$ cat config.mk
export PLATFORM = sky130hd
export DESIGN_NAME = mix_columns_iter
export DESIGN_NICKNAME = d
export VERILOG_FILES = /design/src/rtl/mix_columns_iter.sv
export SDC_FILE = /design/constraint.sdc
export NUM_CORES = 1
export LEC_CHECK = 0
export CORE_MARGIN = 2
export CORE_UTILIZATION = 45
export CTS_CLUSTER_DIAMETER = 50
export DETAILED_ROUTE_END_ITERATION = 12
export PLACE_DENSITY_LB_ADDON = 0.12
export SETUP_SLACK_MARGIN = 0.15
export SLEW_MARGIN = 40
export SYNTH_ARGS = -nofsm -noshare
export SYNTH_HDL_FRONTEND = slang
export SYNTH_SLANG_ARGS = --single-unit
$ cat constraint.sdc
create_clock -name clk -period 4.4 [get_ports clk]
set_clock_uncertainty 0.15 [all_clocks]
set_input_delay 0.88 -clock clk [delete_from_list [all_inputs] [get_ports clk]]
set_output_delay 0.88 -clock clk [all_outputs]
set_load 0.05 [all_outputs]
$ cat src/rtl/mix_columns_iter.sv
// Iterative handshaked AES MixColumns / InvMixColumns engine, COLS_PER_CYCLE columns per clock.
// Optional `define MIXCOL_BYPASS_EN adds a `bypass` input that passes the state through unchanged.
module mix_columns_iter #(
    parameter int unsigned COLS_PER_CYCLE = 1,
    parameter bit          OUT_REG        = 1'b1
) (
    input  logic         clk,
    input  logic         reset,
    input  logic         in_valid,
    output logic         in_ready,
    input  logic         inv,
`ifdef MIXCOL_BYPASS_EN
    input  logic         bypass,
`endif
    input  logic [127:0] state_in,
    output logic         out_valid,
    input  logic         out_ready,
    output logic [127:0] state_out,
    output logic         busy
);

    localparam int Cpc = int'(COLS_PER_CYCLE);
    localparam int NumGrp = (Cpc == 0) ? 4 : 4 / Cpc;
    localparam logic [1:0] LastGrp = 2'(NumGrp - 1);

    if (!(COLS_PER_CYCLE == 1 || COLS_PER_CYCLE == 2 || COLS_PER_CYCLE == 4)) begin : g_bad_cpc
        $error("mix_columns_iter: COLS_PER_CYCLE must be 1, 2 or 4");
    end

    typedef enum logic [1:0] {StIdle, StRun, StDone} state_e;

    state_e         state_q, state_d;
    logic [1:0]     cnt_q, cnt_d;
    logic           mode_q, mode_d;
    logic [127:0]   work_q, work_d;
    logic [127:0]   out_q, out_d;
    logic           in_ready_q, in_ready_d;
    logic           out_valid_q, out_valid_d;
    logic           busy_q, busy_d;

    logic [31:0]    col_in  [Cpc];
    logic [31:0]    col_out [Cpc];
    logic [127:0]   mixed;

    function automatic logic [7:0] xtime(input logic [7:0] x);
        return {x[6:0], 1'b0} ^ (x[7] ? 8'h1b : 8'h00);
    endfunction

    function automatic logic [31:0] mix_col(input logic [31:0] col, input logic inv_m);
        logic [7:0] a  [4];
        logic [7:0] x2 [4];
        logic [7:0] x4 [4];
        logic [7:0] x8 [4];
        logic [7:0] m2 [4];
        logic [7:0] m3 [4];
        logic [7:0] m9 [4];
        logic [7:0] mb [4];
        logic [7:0] md [4];
        logic [7:0] me [4];
        logic [31:0] res;
        for (int r = 0; r < 4; r++) begin
            a[r]  = col[31 - 8*r -: 8];
            x2[r] = xtime(a[r]);
            x4[r] = xtime(x2[r]);
            x8[r] = xtime(x4[r]);
            m2[r] = x2[r];
            m3[r] = x2[r] ^ a[r];
            m9[r] = x8[r] ^ a[r];
            mb[r] = x8[r] ^ x2[r] ^ a[r];
            md[r] = x8[r] ^ x4[r] ^ a[r];
            me[r] = x8[r] ^ x4[r] ^ x2[r];
        end
        for (int r = 0; r < 4; r++) begin
            if (inv_m) begin
                res[31 - 8*r -: 8] = me[r] ^ mb[(r+1)%4] ^ md[(r+2)%4] ^ m9[(r+3)%4];
            end else begin
                res[31 - 8*r -: 8] = m2[r] ^ m3[(r+1)%4] ^ a[(r+2)%4] ^ a[(r+3)%4];
            end
        end
        return res;
    endfunction

    // Only the current column group is routed through the Cpc mixing units.
    always_comb begin
        mixed = work_q;
        for (int g = 0; g < Cpc; g++) begin
            col_in[g]  = work_q[127 - 32*(int'(cnt_q)*Cpc + g) -: 32];
            col_out[g] = mix_col(col_in[g], mode_q);
        end
        for (int c = 0; c < 4; c++) begin
            if (c / Cpc == int'(cnt_q)) begin
                mixed[127 - 32*c -: 32] = col_out[c % Cpc];
            end
        end
    end

    always_comb begin
        state_d = state_q;
        cnt_d   = cnt_q;
        mode_d  = mode_q;
        work_d  = work_q;
        out_d   = out_q;
        case (state_q)
            StIdle: begin
                if (in_valid && in_ready_q) begin
                    work_d = state_in;
                    mode_d = inv;
                    cnt_d  = '0;
`ifdef MIXCOL_BYPASS_EN
                    if (bypass) begin
                        state_d = StDone;
                        out_d   = state_in;
                    end else begin
                        state_d = StRun;
                    end
`else
                    state_d = StRun;
`endif
                end
            end
            StRun: begin
                work_d = mixed;
                if (cnt_q == LastGrp) begin
                    cnt_d   = '0;
                    state_d = StDone;
                    out_d   = mixed;
                end else begin
                    cnt_d = cnt_q + 2'd1;
                end
            end
            StDone: begin
                if (out_ready) begin
                    state_d = StIdle;
                end
            end
            default: state_d = StIdle;
        endcase
        in_ready_d  = (state_d == StIdle);
        out_valid_d = (state_d == StDone);
        busy_d      = (state_d != StIdle);
    end

    always_ff @(posedge clk) begin
        if (reset) begin
            state_q     <= StIdle;
            cnt_q       <= '0;
            mode_q      <= 1'b0;
            work_q      <= '0;
            out_q       <= '0;
            in_ready_q  <= 1'b0;
            out_valid_q <= 1'b0;
            busy_q      <= 1'b0;
        end else begin
            state_q     <= state_d;
            cnt_q       <= cnt_d;
            mode_q      <= mode_d;
            work_q      <= work_d;
            out_q       <= out_d;
            in_ready_q  <= in_ready_d;
            out_valid_q <= out_valid_d;
            busy_q      <= busy_d;
        end
    end

    // Both sources hold the same value while out_valid is high.
    assign state_out = OUT_REG ? out_q : work_q;
    assign in_ready  = in_ready_q;
    assign out_valid = out_valid_q;
    assign busy      = busy_q;

endmodule

After elaboration in Yosys (flattened, before gate mapping) --
Cells that the tools add are included.
Word-level totals: register bits 264, input bits 133, output and inout port bits 131
Operators by class: add/subtract/negate cells 2, equality and inequality tests 8, shift-type cells 1, mux-type cells 29, bitwise gates (word level) 64, reductions and logical operators 9
Operators with widths (count):
- $xor A8 B8 Y8 | 52
- $pmux W128 S2 | 1
- $shiftx A159 B8 Y32 | 1
- $mux W128 | 1
- $mux W32 | 4
- $xor A8 B5 Y8 | 12
- $mux W5 | 12
- $mux W8 | 4
- $mux W2 | 5
- $sub A7 B7 Y8 const A | 1
- $eq A2 B2 Y1 const B | 3
- $logic_not A2 Y1 | 3
- $pmux W2 S3 | 1
- $reduce_and A2 Y1 | 3
- $eq A2 B2 Y1 const A | 2
- $pmux W2 S2 | 1
- $reduce_bool A2 Y1 | 2
- $add A2 B1 Y2 const B | 1
- $eq A1 B2 Y1 const A | 1
- $eq A2 B1 Y1 const B | 1
- $ne A2 B2 Y1 const B | 1
- $logic_and A1 B1 Y1 | 1

Longest topological paths before layout --
word-level depth 16, depth in mapped cells 14, mapped depth without buffers 8

Worst setup path after synthesis --
No wires, ideal clock.
path kind reg-to-reg, from reg cnt_q[0], to reg out_q[43] (netlist: state_out[43]), library setup time 0.132 ns, arrival 3.259 ns, data required time 4.118 ns, path slack 0.858 ns, cell stages (with the launch flop) 13, buffers on the path 4, period minus slack after synthesis 3.542 ns, cell sequence dfxtp_1 buf_6 buf_12 buf_6 mux4_2 buf_2 xnor2_2 xnor3_2 xnor2_2 xnor3_1 o211a_1 o31ai_1 a21oi_1
Between the ends: word-level cells in the longest chain between the ends 13, elaborated cells on any way between the ends 43, those cells by class add/sub: 1; eq/ne: 2; shift: 1; mux: 12; bitwise: 26; reduce/logical: 1
RTL lines:
- start, declared | line 33 | logic [1:0] cnt_q, cnt_d;
- start signal, assigned | line 155 | cnt_q <= cnt_d;
- $sub A7 B7 Y8 | line 87 | col_in[g] = work_q[127 - 32*(int'(cnt_q)*Cpc + g) -: 32];
- $shiftx A159 B8 Y32 | line 87
- $mux W5 / $xor A8 B5 Y8 (equally long branches) | line 46 | return {x[6:0], 1'b0} ^ (x[7] ? 8'h1b : 8'h00);
- $xor A8 B5 Y8 | line 46
- $xor A8 B5 Y8 / $mux W5 (equally long branches) | line 46
- $xor A8 B5 Y8 | line 46
- $xor A8 B8 Y8, on equally long branches (2 in series) | line 71, 69
- $xor A8 B8 Y8 (3 in series) | line 75 | res[31 - 8*r -: 8] = me[r] ^ mb[(r+1)%4] ^ md[(r+2)%4] ^ m9[(r+3)%4];
- $mux W8 | line 74 | if (inv_m) begin
- $mux W32 | line 91 | if (c / Cpc == int'(cnt_q)) begin
- end signal, assigned | line 158 | out_q <= out_d;
- end, declared | line 36 | logic [127:0] out_q, out_d;
Several ways; a longest one is shown, not always the timed one. A chain may end at the register's enable or synchronous reset.

Worst setup path after layout --
from reg cnt_q[0], to reg out_q[42] (netlist: state_out[42])
Between the ends: word-level cells in the longest chain between the ends 13, elaborated cells on any way between the ends 41, those cells by class add/sub: 1; eq/ne: 2; shift: 1; mux: 10; bitwise: 26; reduce/logical: 1
RTL lines (line):
- $sub A7 B7 Y8 | 87
- $shiftx A159 B8 Y32 | 87
- $mux W5 / $xor A8 B5 Y8 (equally long branches) | 46
- $xor A8 B5 Y8 / $mux W5 (equally long branches) | 46
- $xor A8 B5 Y8 (2 in series) | 46
- $xor A8 B8 Y8, on equally long branches (2 in series) | 71, 69
- $xor A8 B8 Y8 (3 in series) | 75
- $mux W8 | 74
- $mux W32 | 91
Several ways; a longest one is shown, not always the timed one.

==> reports/results.tsv <==
stage	metric	value	unit
sta	rsz0062_at_grt	false	
layout	antenna_cells	0	
worst_hold_path	min_path_type	reg -> reg	
clock_tree	clk_latency	0.52	ns
floorplan	rows	65	
sta	period_share	0.8713	
global_routing	antenna_found_initial	3	
critical_path	arrival	4.09	ns
power	vdd.ir_drop.worst	298.7	uV
route	first_pass_iters	6	
global_routing	overflow	0	
synth	synth_most_common_cell	dfxtp_1	
clock_tree	cts_hold_buf	0	
route	finalWirelength	58920	um
critical_path	critical-path-top-delay-family	XOR/XNOR gates	
floorplan	chipWidth	182.3	um
critical_path	slowest_delay	0.70	ns
clock_tree	cts_buffers	35	
synth	synthesis.nets	1670	
synth	syn_inst	1533	
placed_design	dp_hpwl	43730	um
clock_tree	clk_path_buf_depth	3	
route	postRouteAntennaNets	0	
clock_tree	cts_root_buffer	clkbuf_16	
clock_tree	htree_levels	2	
layout	drive_gt1_frac	0.1401	
floorplan	initial_core_util	0.4557	
synth	synth_edf_count	0	
power	p_per_area	553.1	nW/um2
layout	syn2layout_area_growth	32.35	%
clock_tree	clk_pin_slew	0.06	ns
route	wl_per_cell	26.52	um
placed_design	port_buffers	263	
sta	slew_violations	0	
power	p_leak	6.902	nW
placed_design	place.gp.congestion	0.9530	
synth	ys_warn_count	0	
sta	setup_viol	0	
sta	finalSetupTns	0	ns
synth	ys_types	59	
sta	min_period	3.834	ns
floorplan	io_pins	264	
synth	synth_top_area_cell	dfxtp_1	
critical_path	path_cells	buf_12, mux4_2, xnor3_1, xnor3_1, xnor2_1, a21oi_1, xnor2_1, buf_4, and2_1, o41ai_1	
critical_path	cp_max_fo	25	
synth	synth.top_cell.area_share	0.3694	
sta	worst_pin_slew	0.7913	ns
run_status	status	completed	
global_routing	grt_pass1_wl	86450	um
placed_design	placed_area	17790	um2
global_routing	grt_pass1_vias	13130	
sta	max_freq	260.9	MHz
clock_tree	cts_tree	yes	
clock_tree	ctsResizeCount	0	
synth	synth_commonest_cells	264 x dfxtp_1, 155 x a21oi_1, 154 x nor2_1	
synth	ys_seq_elements	264	
sta	slew-limit-headroom	0.4725	
route	drc	0	
sta	hold_viol	0	
critical_path	startpoint_type	register	
critical_path	endpoint_kind	register	
synth	async_reset_ff_frac	0	
synth	synth_area_leaders	dfxtp_1 37%, xnor2_1 7.1%, a21oi_1 5.4%, mux4_2 5.0%, xnor3_1 4.7%	
critical_path	cpMaxStageDelayCell	mux4_2	
floorplan	die_area	33230	um2
route	viasPerCell	6.082	
critical_path	crit_buf_inv	2	
critical_path	crit_required	4.65	ns
layout	fillCellCount	2729	
synth	avgSynthCellArea	9.332	um2
clock_tree	post_cts_buffers	0	
floorplan	coreArea	31390	um2
critical_path	crit_type	reg -> reg	
synth	ys_seq_area_frac	0.3694	
layout	stdcell_area	18930	um2
synth	synth_ff_type	dfxtp_1	
global_routing	track_usage	0.3498	
global_routing	grt_max_degree	80	
route	drt_iter0_markers	1401	
route	num_vias	13510	
clock_tree	clock-sinks	264	
job	max_cap_violations	0	
synth	netlist_area	14310	um2
floorplan	die_height	182.3	um
layout	layout.nets	1936	
==> layout make-up <==
cell class                 count  area [um2]  share of cell area
multi-input combinational   1116        8412              0.4443
clock inverter                12       148.9            0.007864
inverter                       8       30.03            0.001586
tap                          402       503.0             0.02656
clock buffer                  46       999.7             0.05280
sequential                   264        5286              0.2792
timing repair buffer         374        3555              0.1877
==> through the flow <==
step                std cells  power, W  hold WS, ns  setup slack (ns)  utilization
floorplan                1533  0.005637       0.3048            0.8584            -
global placement         2164  0.007578       0.2952            0.6134       0.5666
detailed placement       2164  0.007561       0.2956            0.6093       0.5666
CTS                      2222   0.01042       0.3030            0.5759       0.6031
global route             2222   0.01084       0.3328            0.3387       0.6031
finish                   2222   0.01047       0.3029            0.5664       0.6031
==> metal layers <==
metal | vias up | wire length (um) | track usage
met2 | 758 | 25720 | 0.5229
met1 | 6551 | 25160 | 0.4880
met3 | 122 | 5495 | 0.08182
li1 | 6077 | - | -
met4 | 6 | 2501 | 0.1419
met5 | - | 45 | 0
==> sequential cells by signal (all words and copies together), names as in the netlist <==
signal     count
cnt_q          2
state_out    128
busy           1
work_q       128
state_q        2
in_ready       1
mode_q         1
out_valid      1
==> cell usage in the layout (no fill, tap or decap), types with 7 or more instances in the layout <==
master / count
dfxtp_1: 263
a22oi_1: 74
o21ai_0: 44
nor2_1: 152
clkdlybuf4s50_1: 262
buf_4: 104
xor2_1: 37
a2111oi_0: 8
xnor2_2: 13
mux4_2: 32
nand2_1: 127
mux2i_1: 22
o221a_2: 17
nor3_1: 12
o21a_1: 25
and2_1: 20
xnor2_1: 116
buf_12: 7
xor3_1: 8
o22ai_1: 40
a211o_1: 64
a21o_1: 7
nand3_1: 29
a211oi_1: 17
clkbuf_16: 37
xnor3_1: 30
a21oi_1: 155
==> path summary, 6_finish.rpt <==
path | depth (start not counted) | startpoint | end | slack (ns)
worst max-delay path | 10 | cnt_q[0]$_SDFFE_PP0P_ | state_out[42]$_SDFFE_PP0P_ | 0.57
worst max register to register | 10 | cnt_q[0]$_SDFFE_PP0P_ | state_out[42]$_SDFFE_PP0P_ | 0.57
worst min register to register | 2 | state_out[94]$_SDFFE_PP0P_ | state_out[94]$_SDFFE_PP0P_ | 0.30
worst min-delay path | 2 | state_out[94]$_SDFFE_PP0P_ | state_out[94]$_SDFFE_PP0P_ | 0.30
==> worst register-to-register path, cell delays in order (launching register included) <==
cell	delay, ns
dfxtp_2	0.35
buf_12	0.21
mux4_2	0.73
xnor3_1	0.47
xnor3_1	0.51
xnor2_1	0.16
a21oi_1	0.31
xnor2_1	0.16
buf_4	0.18
and2_1	0.17
o41ai_1	0.32
==> cell families (layout without fill, tap and decap cells) <==
family | Yosys count | in the layout | synth area share
DFF | 264 | 264 | 0.3694
buffers and inverters | 153 | 440 | 0.04548
and+or+nand+nor | 364 | 364 | 0.1074
xor gates and xnor gates | 210 | 210 | 0.1771
adders and majority gates | 4 | 4 | 0.003498
muxes | 57 | 57 | 0.06909
AOI/OAI and AO/OA | 481 | 481 | 0.2280
==> report_power, final <==
| part | total [W] | leakage, nW | internal [W] | switching [W] |
|---|---|---|---|---|
| combinational | 0.00500 | 4.19 | 0.00235 | 0.00265 |
| sequential | 0.00262 | 2.14 | 0.00250 | 0.000119 |
| clock | 0.00285 | 0.565 | 0.00173 | 0.00112 |
(Power assumes the default switching activity.)
